==> config.mk <==
export PLATFORM = sky130hd
export DESIGN_NAME = seg7_capture
export DESIGN_NICKNAME = d
export VERILOG_FILES = /design/src/rtl/seg7_capture.sv
export SDC_FILE = /design/constraint.sdc
export NUM_CORES = 1
export LEC_CHECK = 0
export CAP_MARGIN = 40
export CORE_ASPECT_RATIO = 1.25
export CORE_MARGIN = 8
export CORE_UTILIZATION = 40
export DETAILED_ROUTE_END_ITERATION = 10
export DONT_BUFFER_PORTS = 1
export MAX_ROUTING_LAYER = met4
export SETUP_SLACK_MARGIN = 0.02
export SLEW_MARGIN = 20
export SYNTH_ARGS = -nofsm -noshare
export SYNTH_HDL_FRONTEND = slang
export SYNTH_SLANG_ARGS = --single-unit
==> constraint.sdc <==
create_clock -name clk -period 2.1 [get_ports clk]
set_clock_uncertainty 0.1 [all_clocks]
set_input_delay 0.21 -clock clk [delete_from_list [all_inputs] [get_ports clk]]
set_output_delay 0.21 -clock clk [all_outputs]
set_load 0.03 [all_outputs]
==> src/rtl/seg7_capture.sv <==
// Captures a multiplexed two-digit active-low 7-segment display into a valid/ready pair stream.
// Optional sticky overrun flag when SEG7_CAP_OVERRUN_EN is defined. STABLE_CYCLES legal range 2..255.
`timescale 1ns/1ps

module seg7_capture #(
  parameter int unsigned STABLE_CYCLES = 4
) (
  input  logic       clk,
  input  logic       rst_n,
  input  logic [6:0] seg,
  input  logic [1:0] Anode_Activate,
  input  logic       out_ready,
  output logic [3:0] digit0,
  output logic [3:0] digit1,
  output logic [1:0] digit_err,
  output logic       out_valid
`ifdef SEG7_CAP_OVERRUN_EN
  ,
  output logic       overrun
`endif
);

  localparam logic [7:0] CntLast = 8'(STABLE_CYCLES - 1);
  localparam logic [7:0] CntCap  = 8'(STABLE_CYCLES - 2);

  typedef enum logic [0:0] {
    StCollect,
    StPresent
  } state_e;

  // Returns {err, value}; unknown patterns decode to 0 with err set.
  function automatic logic [4:0] decode(input logic [6:0] s);
    logic [4:0] r;
    r = 5'b1_0000;
    case (s)
      7'h40:   r = 5'h00;
      7'h79:   r = 5'h01;
      7'h24:   r = 5'h02;
      7'h30:   r = 5'h03;
      7'h19:   r = 5'h04;
      7'h12:   r = 5'h05;
      7'h02:   r = 5'h06;
      7'h78:   r = 5'h07;
      7'h00:   r = 5'h08;
      7'h10:   r = 5'h09;
      7'h08:   r = 5'h0A;
      7'h03:   r = 5'h0B;
      7'h46:   r = 5'h0C;
      7'h21:   r = 5'h0D;
      7'h06:   r = 5'h0E;
      7'h0E:   r = 5'h0F;
      default: r = 5'b1_0000;
    endcase
    return r;
  endfunction

  logic [6:0] r_prev_seg;
  logic [1:0] r_prev_an;
  logic [7:0] r_cnt;
  logic [7:0] w_cnt_nxt;

  logic       w_legal;
  logic       w_match;
  logic       w_cap;
  logic       w_cap0;
  logic       w_cap1;
  logic [4:0] w_dec;

  logic [3:0] r_pend0;
  logic [3:0] r_pend1;
  logic       r_perr0;
  logic       r_perr1;
  logic       r_got0;
  logic       r_got1;

  logic [3:0] r_digit0;
  logic [3:0] r_digit1;
  logic [1:0] r_err;

  state_e     r_state;
  state_e     w_state_nxt;
  logic       w_load;

  // Stability counter and capture strobe.
  always_comb begin
    w_legal   = (Anode_Activate == 2'b10) || (Anode_Activate == 2'b01);
    w_match   = (seg == r_prev_seg) && (Anode_Activate == r_prev_an);
    w_cnt_nxt = 8'd0;
    if (w_legal && w_match) begin
      w_cnt_nxt = (r_cnt == CntLast) ? r_cnt : r_cnt + 8'd1;
    end
    w_cap  = w_legal && w_match && (r_cnt == CntCap);
    w_cap0 = w_cap && (Anode_Activate == 2'b10);
    w_cap1 = w_cap && (Anode_Activate == 2'b01);
    w_dec  = decode(seg);
  end

  always_ff @(posedge clk or negedge rst_n) begin
    if (!rst_n) begin
      r_prev_seg <= 7'h7F;
      r_prev_an  <= 2'b11;
      r_cnt      <= 8'd0;
    end else begin
      r_prev_seg <= seg;
      r_prev_an  <= Anode_Activate;
      r_cnt      <= w_cnt_nxt;
    end
  end

  // Pair delivery FSM.
  always_comb begin
    w_state_nxt = r_state;
    w_load      = 1'b0;
    case (r_state)
      StCollect: begin
        if (r_got0 && r_got1) begin
          w_load      = 1'b1;
          w_state_nxt = StPresent;
        end
      end
      StPresent: begin
        if (out_ready) begin
          if (r_got0 && r_got1) begin
            w_load = 1'b1;
          end else begin
            w_state_nxt = StCollect;
          end
        end
      end
      default: w_state_nxt = StCollect;
    endcase
  end

  always_ff @(posedge clk or negedge rst_n) begin
    if (!rst_n) begin
      r_state <= StCollect;
    end else begin
      r_state <= w_state_nxt;
    end
  end

  // A capture on the load edge belongs to the next pair, so it wins over the clear.
  always_ff @(posedge clk or negedge rst_n) begin
    if (!rst_n) begin
      r_pend0 <= 4'd0;
      r_pend1 <= 4'd0;
      r_perr0 <= 1'b0;
      r_perr1 <= 1'b0;
      r_got0  <= 1'b0;
      r_got1  <= 1'b0;
    end else begin
      if (w_load) begin
        r_got0 <= 1'b0;
        r_got1 <= 1'b0;
      end
      if (w_cap0) begin
        r_pend0 <= w_dec[3:0];
        r_perr0 <= w_dec[4];
        r_got0  <= 1'b1;
      end
      if (w_cap1) begin
        r_pend1 <= w_dec[3:0];
        r_perr1 <= w_dec[4];
        r_got1  <= 1'b1;
      end
    end
  end

  always_ff @(posedge clk or negedge rst_n) begin
    if (!rst_n) begin
      r_digit0 <= 4'd0;
      r_digit1 <= 4'd0;
      r_err    <= 2'b00;
    end else if (w_load) begin
      r_digit0 <= r_pend0;
      r_digit1 <= r_pend1;
      r_err    <= {r_perr1, r_perr0};
    end
  end

  assign digit0    = r_digit0;
  assign digit1    = r_digit1;
  assign digit_err = r_err;
  assign out_valid = (r_state == StPresent);

`ifdef SEG7_CAP_OVERRUN_EN
  logic r_overrun;
  logic w_ovr_set;

  // A capture on a load edge replaces data that was just delivered, so it is not an overrun.
  always_comb begin
    w_ovr_set = (r_state == StPresent) && !w_load &&
                ((w_cap0 && r_got0) || (w_cap1 && r_got1));
  end

  always_ff @(posedge clk or negedge rst_n) begin
    if (!rst_n) begin
      r_overrun <= 1'b0;
    end else if (w_ovr_set) begin
      r_overrun <= 1'b1;
    end
  end

  assign overrun = r_overrun;
`endif

`ifndef SYNTHESIS
  a_hold_stable : assert property (@(posedge clk) disable iff (!rst_n)
    (out_valid && !out_ready) |=> (out_valid && $stable({digit0, digit1, digit_err})));
  a_one_hot_cap : assert property (@(posedge clk) disable iff (!rst_n)
    !(w_cap0 && w_cap1));
`endif

endmodule

Word-level counts from Yosys, hierarchy flattened --
Index checks and enable logic that the tools add are counted. W data, S select, Z words.
Storage, ports and cells: register bits after elaboration 40, latch bits 0, memory bits (writable) 0, bits in read-only memories 0, output and inout bits 11, memories 0
Operators by class: $add $sub $neg 1, $mul 0, div/mod/pow operators 0, $lt $le $gt $ge 0, eq/ne operators 22, shift operators 0, multiplexer cells 11, bitwise gates (word level) 1, reduce and logical (&&, ||, !) cells 10
Operators by type and width (count):
- $pmux W5 S16 | 1
- $eq A7 B7 Y1 const B | 4
- $eq A7 B5 Y1 const B | 3
- $eq A7 B6 Y1 const B | 3
- $eq A8 B2 Y1 const B | 2
- $mux W8 | 2
- $eq A7 B2 Y1 const B | 2
- $eq A7 B4 Y1 const B | 2
- $add A8 B1 Y8 const B | 1
- $eq A7 B3 Y1 const B | 1
- $eq A7 B7 Y1 | 1
- $logic_not A7 Y1 | 1
- $logic_and A1 B1 Y1 | 6
- $mux W1 | 6
- $pmux W1 S2 | 2
- $reduce_bool A2 Y1 | 2
- $eq A2 B1 Y1 const B | 1
- $eq A2 B2 Y1 | 1
- $eq A2 B2 Y1 const B | 1
- $ne A2 B2 Y1 const B | 1
- $logic_or A1 B1 Y1 | 1
- $not A1 Y1 | 1

Logic depth before layout (Yosys ltp) --
word-level depth 6, mapped depth 6, depth with buffers taken out 6

Worst setup path after synthesis --
OpenSTA, ideal clock, no wires.
kind reg2reg, start reg r_cnt[3], end reg r_pend0[0], arrival 1698 ps, required time 1872 ps, path slack 175 ps, stages on the path, launching flop included 6, path through dfrtp_1 > or4_1 > nor3_2 > and2_4 > nand3_4 > mux2_1
Between the ends: cells in the longest elaborated chain, start to end 3
Ends and longest elaborated chain:
- from (decl) | RTL line 59 | logic [7:0] r_cnt;
- from (signal assigned) | RTL line 106 | r_cnt <= w_cnt_nxt;
- $eq A8 B2 Y1 | RTL line 92 | w_cap = w_legal && w_match && (r_cnt == CntCap);
- $logic_and A1 B1 Y1 | RTL line 92
- $logic_and A1 B1 Y1 | RTL line 93 | w_cap0 = w_cap && (Anode_Activate == 2'b10);
- to (signal assigned) | RTL line 157 | r_pend0 <= w_dec[3:0];
- to (decl) | RTL line 69 | logic [3:0] r_pend0;
Every way passes these cells. A chain may end at the register's enable or synchronous reset.

Worst setup path in the final report --
Ends and elaborated chain as after synthesis.

==> results list <==
- The initial antenna violation count is 0.
- Setup violations remaining at the end of the flow were counted as 0.
* Root Buffer: clkbuf_8
* Detailed Route Iter0 Violations: between 40 and 50
- The final layout contains between 200 and 250 nets.
- The worst register-to-register path begins at r_cnt[3].
- For this block, the via count after detailed routing is 1319.
- IO Port Bufs: 0
- Post-route DRC violation count: 0
- STA puts the critical path data required time at ~2.2 ns.
- Number of standard-cell rows in the floorplan: 28
* Worst endpoint data arrival time: 2.07 ns
- Including well taps, the total number of placed cells is 234.
* Share of cells above drive strength 1: 0.191
- After routing, the total negative slack on setup checks comes to 0 ns.
* Most used flip-flop cell after synthesis: dfrtp_1
- Most used cells in the layout excluding fill and tap cells: dfrtp_1, nor2_1, inv_1, xor2_1, dlygate4sd3_1
- Pin placement for this block handled 23 I/O pins.
* CTS tree: built
- Dividing total power by cell area gives a power density of 612 nW/um^2.
- For this design the static power due to leakage is 1.09 nW.
- Most common library cell in the layout ignoring fill and taps: dfrtp_1
* Routed via count divided by cell count: 5.19
- The repair_antennas step left the layout with diodes totalling 0.
- dfrtp_1 takes more of the synthesized area than any other cell.
- Compared with the post-synthesis result, the final layout area differs by 15.4%.
- Worst R2R Path Depth: 5
- Clock insertion delay at the later pin of the skew report: 0.28 ns
- In this run the number of H-tree levels came out at 2.
- Dividing the final minimum period by the clock period gives 0.950.
* Clk sink count: 40
- Entering global routing, the biggest net connects 41 pins.
- Post-synthesis async set-or-reset flop share: 1.00
- Worst Tran Pin Value: 0.499 ns
* Global-route usage over all layers: 0.115
* Die Height: 94.4 microns
- After clock tree synthesis, the clock-pin slew on the worst setup and hold paths is 0.07 ns.
- The run finished with clean final reports.
- Summed over all layers, the routed wires come to approximately 3800 microns.
- Post-synthesis sequential element count: 40
- Cell variety after synth: between 40 and 50
* Total overflow reported by the global router: 0
* Post CTS Setup Buffer Count: 0
- The filler cells instantiated in the layout total roughly 440.
- At the end of routability-driven placement, the weighted congestion stood at 0.805.
- Largest vdd supply drop: 0.423 mV
* Synthesized area per cell: approximately 11 sq um
- STA classifies the critical path endpoint as a flop.
* Clock buffer count from CTS: 5
- Number of synthesis warnings: 0
* Setup repair after global routing missed its margin: false
- The via count of the first global-routing pass is 1330.
- The tool flagged a number of max-cap violations equal to 0.
- Hold_sp: seg[5]
- Standard cell core area: 4730 sq um
- Hpwl dp: roughly 2600 microns
* Kind of launch point of the worst setup path: flop
- For this configuration, the core starts out at a cell density of 0.415.
- The die is just under 80 microns wide.
- The number of nets in the synthesized netlist is roughly 190.
- Number of detailed-route iterations in the first pass: 4
* Instance count along the most critical hold path: 2
* Top fanout value on the critical path: 6
* Type of the worst min-delay path: primary input to flop
* First-pass GRT wire length: roughly 6500 microns
- Counting every instance in the synthesized netlist gives 178.
- Yosys attributes the largest share of cell area to dfrtp_1, dfstp_2, xor2_1, mux2_2, mux2i_1.
- Post-synth top area share: 0.395
- Routed len/inst: 14.8 microns
* Die ar.: ~7400 sq um
- Number of antenna-violating nets in the routed design: 0
- Headroom to the max-slew limit: 0.663
- Subtracting the final worst setup slack from the clock period gives 2.00 ns.
- The max-slew violation count came to 0.
* Final hold vios: 0
- Number of enable flip-flop cells after synthesis: 0
* Mapped cell area: 1960 sq um
* Setup Crit Path Kind: flop to flop
* Maximum buffer depth of the clock tree: 2
- Derived from the worst setup path, the maximum achievable clock frequency is 0.501 GHz.
- The share of the Yosys chip area taken by registers is 0.515.
- In this run the worst setup path begins at r_cnt[3].
* Final cell count without fillers: 254
-- timing repair --
item                       4_1_cts  5_1_grt
hold endpoints to repair        50        0
resized for setup                0        2
setup endpoints to repair        0        4
hold buffers                    12        0
-- through the flow --
stage               hold WS (ns)  area (sq um)  worst slack [ns]   util  power [W]
global route              0.0742          2270            0.0341  0.479    0.00145
floorplan                 -0.186          1960             0.175      -   0.000862
detailed placement        -0.184          2040            0.0788  0.431   0.000855
global placement          -0.184          2040             0.113  0.431   0.000853
finish                    0.0778          2270             0.105  0.479    0.00139
CTS                       0.0756          2260            0.0641  0.477    0.00141
-- sequential cells by signal, indices dropped and copies added, names as in the netlist, 2 cells and up --
signal,cells
digit_err,2
digit0,4
r_pend1,4
r_prev_seg,7
digit1,4
r_prev_an,2
r_cnt,8
r_pend0,4
-- worst max-delay path, stage by stage (launching register included) --
cell and delay, ns:
dfrtp_1 0.42, or4_4 0.55, nor3_4 0.16, and2_4 0.20
nand3_4 0.13, mux2_1 0.32
-- layer usage --
metal,global-route usage,share of wire
met4,0.0588,0.025
met2,0.180,0.49
met3,0.0352,0.056
met5,-,0
met1,0.132,0.42
-- synthesized netlist by cell type, types with 3 or more instances --
master     n
nand2_1    6
nor2b_1    3
dfrtp_1   31
o21ai_0    5
ha_1       4
dfstp_2    9
a21oi_1    4
mux2_2    10
nand3_1    5
nor3_1     4
mux2i_1    9
clkbuf_1   6
xor2_1    14
nor2_1    16
xnor2_1    3
a31oi_1    3
inv_1     14
-- cell type report --
type,count,area (sq um),share of cell area
timing repair buffer,16,160,0.0706
sequential,40,1010,0.446
inverter,14,52.6,0.0232
multi-input combinational,116,877,0.387
tap,60,75.1,0.0331
clock buffer,8,90.1,0.0397
-- power by group --
group          leakage (nW)  internal [W]  switching [W]
logic                 0.559     0.0000442      0.0000421
clock network        0.0455      0.000268       0.000243
registers             0.486      0.000786     0.00000381
-- cells by family after synthesis --
logic type	count (synthesis)	synth area share
XOR/XNOR	17	0.0758
adder cells (fa/ha/maj)	4	0.0255
multiplexers	21	0.115
flip-flops	40	0.515
AO/OA/AOI/OAI	19	0.0599
buffers and inverters	22	0.0433
AND/OR/NAND/NOR	55	0.166
-- final timing paths --
kind / to / slack (ns)
setup / recovery: r_pend0[0] / 0.10
hold / removal: r_pend1[2] / 0.08
setup reg to reg: r_pend0[0] / 0.10
hold reg to reg: r_pend1[0] / 0.39
max in group asynchronous: r_prev_seg[6] / 1.36
min in group asynchronous: digit_err[1] / 0.28
(Power assumes the default switching activity.)
